`src/rtl/mealy_table_fsm.sv`:
```
// mealy_table_fsm: table-driven Mealy state machine with a programmable
// transition table held in registers.
//
// Each table entry is addressed by {pstate, in} and holds {next_state, out}.
// The out field drives z combinationally. When en=1, the next_state field is
// loaded into pstate on the clock edge.
//
// Ports:
//   clk        rising-edge clock
//   reset      asynchronous active-high reset; clears state, counter and table
//   en         run enable; pstate advances only when en=1
//   clr        synchronous return to state 0 (table and counter untouched)
//   in         FSM input vector
//   prog_we    table write strobe
//   prog_addr  table address {state, in}
//   prog_data  table entry {next_state, out}
//   z          combinational Mealy output
//   pstate     present state
//   trans_cnt  saturating count of state changes
module mealy_table_fsm #(
  parameter int unsigned SW = 2,
  parameter int unsigned IW = 2,
  parameter int unsigned OW = 1
) (
  input  logic             clk,
  input  logic             reset,
  input  logic             en,
  input  logic             clr,
  input  logic [IW-1:0]    in,
  input  logic             prog_we,
  input  logic [SW+IW-1:0] prog_addr,
  input  logic [SW+OW-1:0] prog_data,
  output logic [OW-1:0]    z,
  output logic [SW-1:0]    pstate,
  output logic [7:0]       trans_cnt
);

  localparam int AW    = SW + IW;
  localparam int DW    = SW + OW;
  localparam int Depth = 2 ** AW;

  logic [DW-1:0] tbl_q [Depth];
  logic [SW-1:0] pstate_q;
  logic [7:0]    cnt_q;

  logic [AW-1:0] rd_addr;
  logic [DW-1:0] rd_entry;
  logic [SW-1:0] next_state;

  // Read path sees the pre-edge table contents, so a write to the entry
  // currently addressed takes effect only from the following cycle.
  always_comb begin
    rd_addr    = {pstate_q, in};
    rd_entry   = tbl_q[rd_addr];
    next_state = rd_entry[DW-1:OW];
    z          = rd_entry[OW-1:0];
  end

  always_ff @(posedge clk or posedge reset) begin
    if (reset) begin
      pstate_q <= '0;
      cnt_q    <= '0;
      for (int i = 0; i < Depth; i++) begin
        tbl_q[i] <= '0;
      end
    end else begin
      if (prog_we) begin
        tbl_q[prog_addr] <= prog_data;
      end
      if (clr) begin
        pstate_q <= '0;
      end else if (en) begin
        pstate_q <= next_state;
        // Only real state changes count; self-loops leave the counter alone.
        if ((next_state != pstate_q) && (cnt_q != 8'hFF)) begin
          cnt_q <= cnt_q + 8'd1;
        end
      end
    end
  end

  assign pstate    = pstate_q;
  assign trans_cnt = cnt_q;

endmodule

```
`config.mk`:
```
export PLATFORM = sky130hd
export DESIGN_NAME = mealy_table_fsm
export DESIGN_NICKNAME = d
export VERILOG_FILES = /design/src/rtl/mealy_table_fsm.sv
export SDC_FILE = /design/constraint.sdc
export NUM_CORES = 1
export LEC_CHECK = 0
export BUFFER_PORTS_ARGS = -buffer_cell sky130_fd_sc_hd__buf_2
export CAP_MARGIN = 20
export CORE_AREA = 3 3 76 78
export CTS_CLUSTER_DIAMETER = 100
export DETAILED_ROUTE_END_ITERATION = 6
export DIE_AREA = 0 0 79 81
export GPL_ROUTABILITY_DRIVEN = 0
export GPL_TIMING_DRIVEN = 0
export HOLD_SLACK_MARGIN = 0.12
export MAX_ROUTING_LAYER = met4
export PLACE_DENSITY = 0.81
export SYNTH_ARGS = -nofsm -noshare
export SYNTH_HDL_FRONTEND = slang
export SYNTH_SLANG_ARGS = --single-unit
```
`constraint.sdc`:
```
create_clock -name clk -period 3.8 [get_ports clk]
set_input_delay 0.76 -clock clk [delete_from_list [all_inputs] [get_ports clk]]
set_output_delay 0.76 -clock clk [all_outputs]
set_load 0.02 [all_outputs]
```
==> flow_metrics.env <==
export IMPL_status="complete, no violations"
export IMPL_rsz0062_at_grt="false"
export IMPL_vias_per_cell=5.762
export IMPL_synth_xor_area_share=0.01246
export IMPL_slew_headroom=0.5798
export IMPL_avgRoutedWirePerCell_um=17.68
export IMPL_fin_skew_ps=5.050
export IMPL_timing_rr_start="pstate[1]"
export IMPL_path_max_fanout=10
export IMPL_async_flop_share=1.000
export IMPL_antenna_cells=0
export IMPL_synth_top_area_share=0.5162
export IMPL_drc=0
export IMPL_clk_pin_slew_ps=60
export IMPL_grt_overflow=0
export IMPL_die_height_um=81
export IMPL_period_share=0.8428
export IMPL_synthAdderAreaFrac=0.004450
export IMPL_final_common_cell="dfrtp_1"
export IMPL_fp_dieW_um=79
export IMPL_period_minus_slack_ps=3203
export IMPL_layout_common_cells="58 x dfrtp_1, 51 x mux2_2, 25 x buf_2"
export IMPL_synth_seq_cells=58
export IMPL_end_kind="output port"
export IMPL_power_density_nw_per_um2=576.6
export IMPL_r2r_end="trans_cnt[7]"
export IMPL_ys_types=32
export IMPL_cts_buffers=9
export IMPL_hold_path_class="in2async"
export IMPL_crit_path_start_kind="input port"
export IMPL_grt_pass1_wl_um=9577
export IMPL_grt_pass1_vias=1893
export IMPL_slew_violations=0
export IMPL_post_cts_resize_count=0
export IMPL_critical_path_class="in2out"
export IMPL_coreArea_um2=5140
export IMPL_cts_root_buf="clkbuf_8"
export IMPL_grt_start_max_net_pins=41
export IMPL_ys_warn_count=0
export IMPL_drtIter0Drc=35
export IMPL_ys_seq_area_frac=0.5162
export IMPL_syn_cell_area_um2=2811
export IMPL_cts_tree="built"
export IMPL_p_int_uw=1297
export IMPL_syn_inst=198
export IMPL_synth_net_count=213
export IMPL_htreeDepth=3
export IMPL_syn_area_per_cell_um2=14.20
export IMPL_post_cts_setup_buffers=0
export IMPL_port_buffers=23
export IMPL_num_io_pins=25
export IMPL_wl_um=5429
export IMPL_switching_share=0.2983
export IMPL_numClockSinks=58
export IMPL_synthMuxAreaShare=0.3307
export IMPL_antenna_found_initial=0
export IMPL_row_count=26
export IMPL_synth_compound_area_share=0.02982
export IMPL_pwr_share_comb=0.265
export IMPL_drt_pass1_iterations=4
export IMPL_fmax_ghz=0.3122
export IMPL_reg2reg_depth=6
export IMPL_die_area_um2=6399
export IMPL_synth_edff_count=0
export IMPL_setup_violations_final=0
export IMPL_worst_pin_slew_ps=630.3
export IMPL_drive_above_1_share=0.4473
export IMPL_finalSetupTns_ps=0
export IMPL_layout_nets=248
export IMPL_r2r_setup_slack_ps=1310
export IMPL_leakagePower_uw=0.001410
export IMPL_vias=1769
export IMPL_initial_core_util=0.5470
export IMPL_post_route_util=0.6234
export IMPL_area_delta_synth_final_pct=13.97
export IMPL_seqPwrFrac=0.469
export IMPL_hpwl_um=3911
export IMPL_hold_viol_final=0
export IMPL_ir_drop_mv=0.3759
export IMPL_grt_usage=0.2087
export IMPL_yosysTopAreaCell="dfrtp_1"
export IMPL_cts_hold_fix_buffers=0
export IMPL_critPathArrivalTime_ps=2440
export IMPL_pwr_share_clk=0.265
export IMPL_max_cap_violations=0
export IMPL_switching_power_uw=551.2
export IMPL_synth_area_leaders="dfrtp_1 52%, mux2_2 20%, mux4_2 7.2%"
export IMPL_fin_total_pwr_uw=1848
export IMPL_clk_latency_ps=330
export IMPL_cts_max_path_buffers=2
export IMPL_synth_simple_gate_area_frac=0.08812
export IMPL_crit_required_ps=3040
export IMPL_synth_main_ff_cell="dfrtp_1"
export IMPL_synth_top_family_by_area="multiplexers"
export IMPL_ant_nets=0
registers in the layout (all words and copies together), names as in the netlist:
name	flops
pstate	2
trans_cnt	8
tbl_q	48
critical path, stage by stage:
cell	delay [ps]
buf_2	100
clkbuf_1	490
mux4_2	440
mux4_2	480
buf_2	170
through the flow:
stage               hold WS (ps)  setup slack [ps]  std cells  cell area [um^2]
floorplan                  470.3             964.4        198              2811
global placement           480.1             590.4        291              3014
detailed placement         489.6             580.4        292              3034
CTS                        418.3             584.1        307              3204
global route               437.1             532.8        307              3204
finish                     421.2             597.3        307              3204
worst max path at each step:
stage | cells past startpoint | endpoint | slack (ps) | from
3_3_place_gp | 5 | z | 590 | in[1]
2_1_floorplan | 3 | z | 960 | in[0]
4_1_cts | 5 | z | 580 | in[1]
5_1_grt | 5 | z | 530 | in[1]
3_5_place_dp | 8 | trans_cnt[5] | 580 | in[1]
6_report | 5 | z | 600 | in[1]
area by class of cell:
cell class              count  area [um^2]
inverters                   4        15.01
repair buffers             24        135.1
flip-flops and latches     58         1451
multi-input cells         129         1309
clock inverters             3        15.01
well taps                  70        87.58
fillers                   418         1936
plain buffers               7        36.28
clock buffers              12        155.1
synth_stat cells, types with 3 or more instances:
library cell	n
nand3_1	5
nor2_1	14
nor4_1	4
mux4_1	4
nand2_1	8
inv_1	4
mux2_2	51
nand3b_1	3
mux4_2	9
nand2b_1	7
clkbuf_1	4
xor2_1	4
dfrtp_1	58
kinds of logic after synthesis:
group,count (synthesis)
DFF,58
and+or+nand+nor,48
buffers and inverters,11
muxes,68
adders and majority gates,1
xor gates and xnor gates,4
AOI/OAI and AO/OA,8
power groups by stage:
stage,registers [uW],clock network [uW],logic [uW]
2_1_floorplan,889,0,341
3_3_place_gp,868,0,474
3_5_place_dp,879,0,494
4_1_cts,868,506,496
5_1_grt,889,540,532
6_report,867,490,490
routing by layer:
layer	vias to the layer above	wire, um	GRT usage
li1	805	-	-
met1	909	2402	0.2343
met2	43	2698	0.3519
met3	12	257	0.07428
met4	0	70	0.06529
met5	-	0	-
No activity file was read; power rests on OpenSTA's default activity.
